<file path="config.mk">
export PLATFORM = sky130hd
export DESIGN_NAME = reg_write_arbiter
export DESIGN_NICKNAME = d
export VERILOG_FILES = /design/src/rtl/reg_write_arbiter.sv
export SDC_FILE = /design/constraint.sdc
export NUM_CORES = 1
export LEC_CHECK = 0
export CELL_PAD_IN_SITES_DETAIL_PLACEMENT = 1
export CELL_PAD_IN_SITES_GLOBAL_PLACEMENT = 2
export CORE_UTILIZATION = 30
export DETAILED_ROUTE_END_ITERATION = 10
export PLACE_DENSITY = 0.86
export SETUP_SLACK_MARGIN = 0.1
export SYNTH_ARGS = -nofsm -noshare
export SYNTH_HDL_FRONTEND = slang
export SYNTH_SLANG_ARGS = --single-unit
</file>
<file path="constraint.sdc">
create_clock -name i_Clk -period 3 [get_ports i_Clk]
set_clock_uncertainty 0.1 [all_clocks]
set_input_delay 0.45 -clock i_Clk [delete_from_list [all_inputs] [get_ports i_Clk]]
set_output_delay 0.45 -clock i_Clk [all_outputs]
set_load 0.1 [all_outputs]
</file>
<file path="src/rtl/reg_write_arbiter.sv">
// Purpose : round-robin arbiter sharing one bank of DEPTH x WIDTH write-enabled
//           registers among NREQ requesters under a level Req / pulse Ack handshake.
// Latency : Req sampled at edge N; WriteEn/WrData/AckVec valid in the cycle after
//           edge N+2; bank captures at edge N+3; one write per 3 cycles sustained.
// Backpressure: a requester simply holds Req/Addr/Data until its Ack pulse; losers
//           wait in IDLE arbitration, nothing is dropped except on reset.
//
// Ports:
//   i_Clk      rising-edge clock
//   i_Reset    synchronous active-low reset
//   i_ReqVec   per-requester write request (level, held until Ack)
//   i_AddrBus  requester i address at [i*AW +: AW]
//   i_DataBus  requester i data at [i*WIDTH +: WIDTH]
//   i_LockVec  per-requester lock request (used only when ARB_LOCK_EN is defined)
//   o_AckVec   one-hot 1-cycle pulse: write of requester i done
//   o_WriteEn  one-hot write enable to the register bank
//   o_WrData   write data to the register bank (holds outside a write)
//   o_Busy     high while in GRANT or WRITE
//   o_AddrErr  1-cycle pulse when the granted address is >= DEPTH
//
// Optional feature macro: ARB_LOCK_EN (a locking requester keeps the round-robin
// pointer on itself so it wins the next arbitration while it still requests).

module reg_write_arbiter #(
  parameter int NREQ  = 4,
  parameter int DEPTH = 8,
  parameter int WIDTH = 1,
  parameter int AW    = 3
) (
  input  logic                  i_Clk,
  input  logic                  i_Reset,
  input  logic [NREQ-1:0]       i_ReqVec,
  input  logic [NREQ*AW-1:0]    i_AddrBus,
  input  logic [NREQ*WIDTH-1:0] i_DataBus,
  input  logic [NREQ-1:0]       i_LockVec,
  output logic [NREQ-1:0]       o_AckVec,
  output logic [DEPTH-1:0]      o_WriteEn,
  output logic [WIDTH-1:0]      o_WrData,
  output logic                  o_Busy,
  output logic                  o_AddrErr
);

  localparam int GW = (NREQ > 1) ? $clog2(NREQ) : 1;

  typedef enum logic [1:0] {
    S_IDLE  = 2'd0,
    S_GRANT = 2'd1,
    S_WRITE = 2'd2
  } state_t;

  state_t             r_state;
  logic [GW-1:0]      r_rr_ptr;
  logic [GW-1:0]      r_gnt;
  logic [AW-1:0]      r_addr;
  logic [WIDTH-1:0]   r_data;
  logic [DEPTH-1:0]   r_dec;
  logic               r_err_pend;
  logic [NREQ-1:0]    r_ack;
  logic [DEPTH-1:0]   r_wen;
  logic [WIDTH-1:0]   r_wrdata;
  logic               r_busy;
  logic               r_addr_err;

  logic               w_found;
  logic [GW-1:0]      w_win;
  logic [AW-1:0]      w_addr;
  logic [WIDTH-1:0]   w_data;
  logic [DEPTH-1:0]   w_dec;
  logic               w_addr_ok;
  logic [GW-1:0]      w_gnt_next;
  logic [NREQ-1:0]    w_gnt_oh;

  // Winner search starts at the round-robin pointer and wraps modulo NREQ;
  // the winner's address and data are selected in the same pass.
  always_comb begin
    int j;
    j       = 0;
    w_found = 1'b0;
    w_win   = '0;
    w_addr  = '0;
    w_data  = '0;
    for (int k = 0; k < NREQ; k++) begin
      j = int'(r_rr_ptr) + k;
      if (j >= NREQ) j = j - NREQ;
      if (!w_found && i_ReqVec[j]) begin
        w_found = 1'b1;
        w_win   = GW'(j);
        w_addr  = i_AddrBus[j*AW +: AW];
        w_data  = i_DataBus[j*WIDTH +: WIDTH];
      end
    end
  end

  // Out-of-range addresses decode to all-zero, so WriteEn stays quiet on error.
  always_comb begin
    w_dec     = '0;
    w_addr_ok = (int'(r_addr) < DEPTH);
    for (int d = 0; d < DEPTH; d++) begin
      if (int'(r_addr) == d) w_dec[d] = 1'b1;
    end
  end

  assign w_gnt_next = (r_gnt == GW'(NREQ-1)) ? '0 : r_gnt + GW'(1);
  assign w_gnt_oh   = NREQ'(1) << r_gnt;

`ifndef ARB_LOCK_EN
  // Lock input is part of the fixed port list but has no function here.
  logic w_unused_lock;
  assign w_unused_lock = &{1'b0, i_LockVec};
`endif

  always_ff @(posedge i_Clk) begin
    if (!i_Reset) begin
      r_state    <= S_IDLE;
      r_rr_ptr   <= '0;
      r_gnt      <= '0;
      r_addr     <= '0;
      r_data     <= '0;
      r_dec      <= '0;
      r_err_pend <= 1'b0;
      r_ack      <= '0;
      r_wen      <= '0;
      r_wrdata   <= '0;
      r_busy     <= 1'b0;
      r_addr_err <= 1'b0;
    end else begin
      // Pulse outputs default low every cycle.
      r_ack      <= '0;
      r_wen      <= '0;
      r_addr_err <= 1'b0;
      case (r_state)
        S_IDLE: begin
          if (w_found) begin
            r_gnt   <= w_win;
            r_addr  <= w_addr;
            r_data  <= w_data;
            r_state <= S_GRANT;
            r_busy  <= 1'b1;
          end
        end
        S_GRANT: begin
          r_dec      <= w_dec;
          r_err_pend <= !w_addr_ok;
          r_wrdata   <= r_data;
          r_state    <= S_WRITE;
          r_busy     <= 1'b1;
        end
        S_WRITE: begin
          r_wen      <= r_dec;
          r_addr_err <= r_err_pend;
          r_ack      <= w_gnt_oh;
`ifdef ARB_LOCK_EN
          // Holding the pointer on the locker makes it win the next search
          // while it still requests; releasing simply resumes rotation.
          if (i_LockVec[r_gnt]) r_rr_ptr <= r_gnt;
          else                  r_rr_ptr <= w_gnt_next;
`else
          r_rr_ptr   <= w_gnt_next;
`endif
          r_state    <= S_IDLE;
          r_busy     <= 1'b0;
        end
        default: begin
          r_state <= S_IDLE;
          r_busy  <= 1'b0;
        end
      endcase
    end
  end

  assign o_AckVec  = r_ack;
  assign o_WriteEn = r_wen;
  assign o_WrData  = r_wrdata;
  assign o_Busy    = r_busy;
  assign o_AddrErr = r_addr_err;

endmodule

</file>
==> Word level (Yosys, flattened, before mapping) <==
Index checks and enable logic that the tools add are counted.
{ "word_totals": {"out_inout_bits": 15, "wordCells": 105, "register_bits": 32} }
{ "classes": {"n_mux": 45, "n_lt_le_gt_ge": 8, "reduce_logical": 10, "n_mul": 4, "shifts": 9, "n_addsub": 8, "eq_ne": 11} }
{ "ops": {"columns": ["cell", "n"], "rows": [
  ["$lt A32 B4 Y1 const B", 4],
  ["$mul A32 B3 Y32 const B", 4],
  ["$mux W32", 4],
  ["$shiftx A12 B32 Y3", 4],
  ["$shiftx A4 B32 Y1", 4],
  ["$mux W1", 25],
  ["$eq A3 B3 Y1 const B", 4],
  ["$mux W2", 6],
  ["$mux W3", 4],
  ["$sub A3 B3 Y4 const B", 3],
  ["$ge A3 B3 Y1 const B", 3],
  ["$bmux W1 S2", 4],
  ["$add A2 B2 Y3 const B", 2],
  ["$eq A3 B2 Y1 const B", 2],
  ["$eq A2 B2 Y1 const B", 2],
  ["$pmux W2 S2", 1],
  ["$reduce_and A2 Y1", 2],
  ["$shl A1 B2 Y4 const A", 1],
  ["$sub A2 B3 Y4 const B", 1],
  ["$add A2 B1 Y3 const B", 1],
  ["$eq A3 B1 Y1 const B", 1],
  ["$ge A2 B3 Y1 const B", 1],
  ["$logic_and A1 B1 Y1", 3],
  ["$logic_not A1 Y1", 3],
  ["other kinds (6)", 6]
]} }

==> Longest topological paths before layout <==
{ "depth": {"depth_word": 17, "depth_mapped": 16, "ltp_nobuf": 11} }

==> Least setup slack after synthesis <==
No wires, ideal clock.
{ "synth_path": {"path_type": "flip-flop to flip-flop", "startpoint": "register r_rr_ptr[0]", "endpoint": "register r_addr[2]", "period_less_slack_ps": 3250, "arrival_time_ps": 3081, "path_stages_with_launch": 17, "setup_time_ps": 69, "setup_slack_ps": -250, "t_required_ps": 2831, "path_cell_list": "dfxtp_1 buf_6 inv_1 clkbuf_1 ha_1 buf_4 buf_4 buf_2 buf_2 nor2_1 ha_1 o21a_1 a21oi_1 o211ai_1 a211oi_1 a31oi_1 o21ai_1"} }
{ "synth_between": {"elab_chain_cells": 16} }
{ "synth_lines": {"columns": ["element", "line_no", "text"], "rows": [
  ["start: declaration", "52", "logic [GW-1:0] r_rr_ptr;"],
  ["start signal: assignment", "158", "r_rr_ptr <= w_gnt_next;"],
  ["branches (longest 16 deep; another with $mul A32 B3 Y32)", null, null],
  ["end signal: assignment", "135", "r_addr <= w_addr;"],
  ["end: declaration", "54", "logic [AW-1:0] r_addr;"]
]} }
Several ways; the timed one is not identified. The select of a mux whose other input is x is not followed.
A chain may end at the register's enable or synchronous reset.

==> Worst setup path after layout <==
{ "layout_path": {"startpoint": "register r_rr_ptr[1]", "endpoint": "register r_addr[2]"} }
The elaborated chain is that of the path after synthesis.

==> qor.csv <==
metric,value,unit
status,"finished, final reports clean",
first_pass_iters,4,
cts_buffer_depth,2,
min_delay_path_depth,2,
cp.arrival,2.78,ns
grt_pass1_vias,2765,
die_area,0.009827,mm2
synth_fa_ha_area_share,4.421,%
synth-async-reset-ratio,0,%
finalSetupTns,0,ns
cts_root_buf,clkbuf_8,
combPwrFrac,42.3,%
synth_top_family_by_area,multiplexers,
grt_pass1_wl,14190,um
yosys.area.top_type,dfxtp_1,
p_sw_share,37.18,%
drv_slew,0,
synthSimpleGateAreaFrac,23.12,%
p_leak,1.285,nW
hold_viol_final,0,
ctsHoldBuffers,0,
muxShareOfSynthArea,23.39,%
syn_avg_cell_area,8.423,um2
clkLatencyLatePin,0.28,ns
nNetsFinal,409,
min_to,r_dec[7],
drtIter0Drc,102,
r2r_cells,9,
critPathKind,reg -> reg,
io_buffer_count,35,
endpoint_kind,register,
synth_compound_area_share,19.85,%
max_slew.worst_pin.slew,0.7886,ns
ant_nets,0,
r2r_slack,0.29,ns
clockPowerShare,23.8,%
synth_warnings,0,
yosysTopAreaCellShare,22.63,%
synthFlopType,dfxtp_1,
numCtsBuffers,5,
rsz0062_at_grt,false,
crit_required,3.07,ns
slew_headroom,47.32,%
drc,0,
crit_chain,inv_1 > ha_4 > buf_4 > mux2_2 > mux4_2 > a21oi_1 > a211oi_1 > a31oi_1 > o21ai_1,
mostFrequentLayoutCell,buf_4,
antenna_found_initial,0,
ys_ff_latch,32,
path_clk_slew,0.07,ns
diodes,0,
htree_levels,2,
grt_start_max_net_pins,35,
synth_cells,336,
die_h,99.13,um
dpl.hpwl,6410,um
gr-usage-all-layers,17.93,%
slowest_stage,mux4_2,
clock-sinks,32,
grt_overflow_total,0,
min_from,r_dec[7],
drt_wl_total,8558,um
fin_crit_sh,90.31,%
rr_startpoint,r_rr_ptr[1],
min_period,2.709,ns
initial_utilization,30.78,%
r2r-end,r_addr[2],
ys_types,53,
finalSetupViolations,0,
synth_area,0.002830,mm2
slowest_delay,0.49,ns
yosys.area_share.xor_xnor,0.3095,%
switching_power,0.5291,mW
max_cap_viol_count,0,
start_kind,register,
synthToLayoutAreaGrowth,21.04,%
wl_per_cell,17.65,um
mostFrequentLayoutCells,"34 x buf_4, 31 x dfxtp_1, 29 x nor2_1, 24 x nand2_1, 21 x clkdlybuf4s50_1",
power,1.423,mW
core_area,0.009196,mm2
die_x,99.13,um
layout-drive-gt1-share,21.12,%
rows,35,
max-vdd-ir-drop,0.1627,mV
ys_seq_area_share,22.63,%
synth_edf_count,0,
min-delay-path-class,reg -> reg,
vias_per_cell,5.596,
intPower,0.8940,mW
worstPathMaxFanout,11,
io_pins,41,
seqPwrFrac,34.0,%
synth.area.top_cells,"dfxtp_1 23%, mux4_2 11%, mux2i_1 7.1%",
fmax,0.3691,GHz
gp_congestion,0.9057,
power_density,415.4,mW/mm2
cts_tree,built,
num_vias,2714,
[critical path, delay by kind of cell, from the launching register on]
kind / cells / cell delay, ns
muxes: 2 / 0.86
DFF: 1 / 0.34
buffers and inverters: 2 / 0.35
adders and majority gates: 1 / 0.41
AOI/OAI and AO/OA: 4 / 0.53
[registers in the layout, summed over array words and instances, names as in the netlist]
| register | flops |
|---|---|
| o_AckVec | 4 |
| o_Busy | 1 |
| o_WrData | 1 |
| o_WriteEn | 8 |
| r_addr | 3 |
| r_data | 1 |
| r_dec | 8 |
| r_gnt | 2 |
| r_rr_ptr | 2 |
| r_state | 2 |
[power by group through the flow]
stage / Sequential [mW] / Combinational, mW / Clock, mW
floorplan: 0.510 / 0.394 / 0
global placement: 0.490 / 0.578 / 0
detailed placement: 0.491 / 0.591 / 0
CTS: 0.483 / 0.594 / 0.349
global route: 0.489 / 0.652 / 0.370
finish: 0.483 / 0.602 / 0.338
[synth_stat cells, drive strengths merged (2+ instances only)]
master	n
a211oi	6
a21boi	2
a21o	2
a21oi	19
a221o	2
a221oi	2
a22oi	8
a311oi	2
a31oi	5
and2	6
and3	10
and4b	2
buf	13
clkbuf	13
dfxtp	32
ha	10
inv	11
mux2	13
mux2i	20
mux4	14
nand2	24
nand2b	12
nand3	6
nand3b	4
nor2	29
nor2b	3
nor3	9
nor3b	3
nor4	3
nor4b	2
o211ai	8
o21a	2
o21ai	18
o221ai	2
o22ai	2
o31ai	2
or3	5
[kinds of logic after synthesis]
kind of cell / Yosys count
DFF: 32
adders and majority gates: 10
and+or+nand+nor: 122
AOI/OAI and AO/OA: 86
xor gates and xnor gates: 1
other: 1
muxes: 47
buffers and inverters: 37
[per-stage QoR]
stage	hold WS (ns)	instance area, um2	utilization (%)	cells	worst slack, ns
after floorplan	0.3274	2874	-	337	0.1228
after global placement	0.3392	3322	36.12	476	0.1231
after detailed placement	0.3439	3322	36.12	476	0.09526
after CTS	0.3509	3415	37.13	484	0.2031
after global routing	0.3954	3426	37.25	485	0.1210
final	0.3519	3426	37.25	485	0.2906
[timing repair]
action / 4_1_cts / 5_1_grt
hold endpoints to repair: 0 / 0
endpoints found under the setup margin: 0 / 2
resized for setup: 0 / 1
buffers inserted: 0 / 1
[worst max-delay path by stage]
stage                     cells past startpoint  slack, ns   endpoint         from
after detailed placement                      6        0.1  r_addr[1]  i_ReqVec[3]
after CTS                                     7       0.20  r_addr[1]  r_rr_ptr[1]
after global routing                          8       0.12  r_addr[0]  r_rr_ptr[0]
final                                         9       0.29  r_addr[2]  r_rr_ptr[1]
after global placement                        6       0.12  r_addr[1]  i_ReqVec[3]
after floorplan                              15       0.12  r_addr[2]  r_rr_ptr[1]
[layout make-up]
| cell class | count | area, um2 |
|---|---|---|
| clock buffer | 6 | 82.58 |
| fill | 1099 | 5771 |
| tap | 111 | 138.9 |
| clock inverter | 2 | 10.01 |
| sequential | 32 | 641.9 |
| inverter | 11 | 41.29 |
| timing repair buffer | 55 | 465.4 |
| multi-input combinational | 268 | 2046 |
[metal layers]
| layer | vias to the layer above | GRT usage [%] | wire (um) |
|---|---|---|---|
| met5 | - | 0 | 0 |
| met4 | 0 | 5.317 | 150 |
| met3 | 12 | 2.389 | 275 |
| met2 | 62 | 30.66 | 4093 |
| met1 | 1309 | 23.61 | 4038 |
| li1 | 1331 | - | - |
No activity file was read; power rests on OpenSTA's default activity.
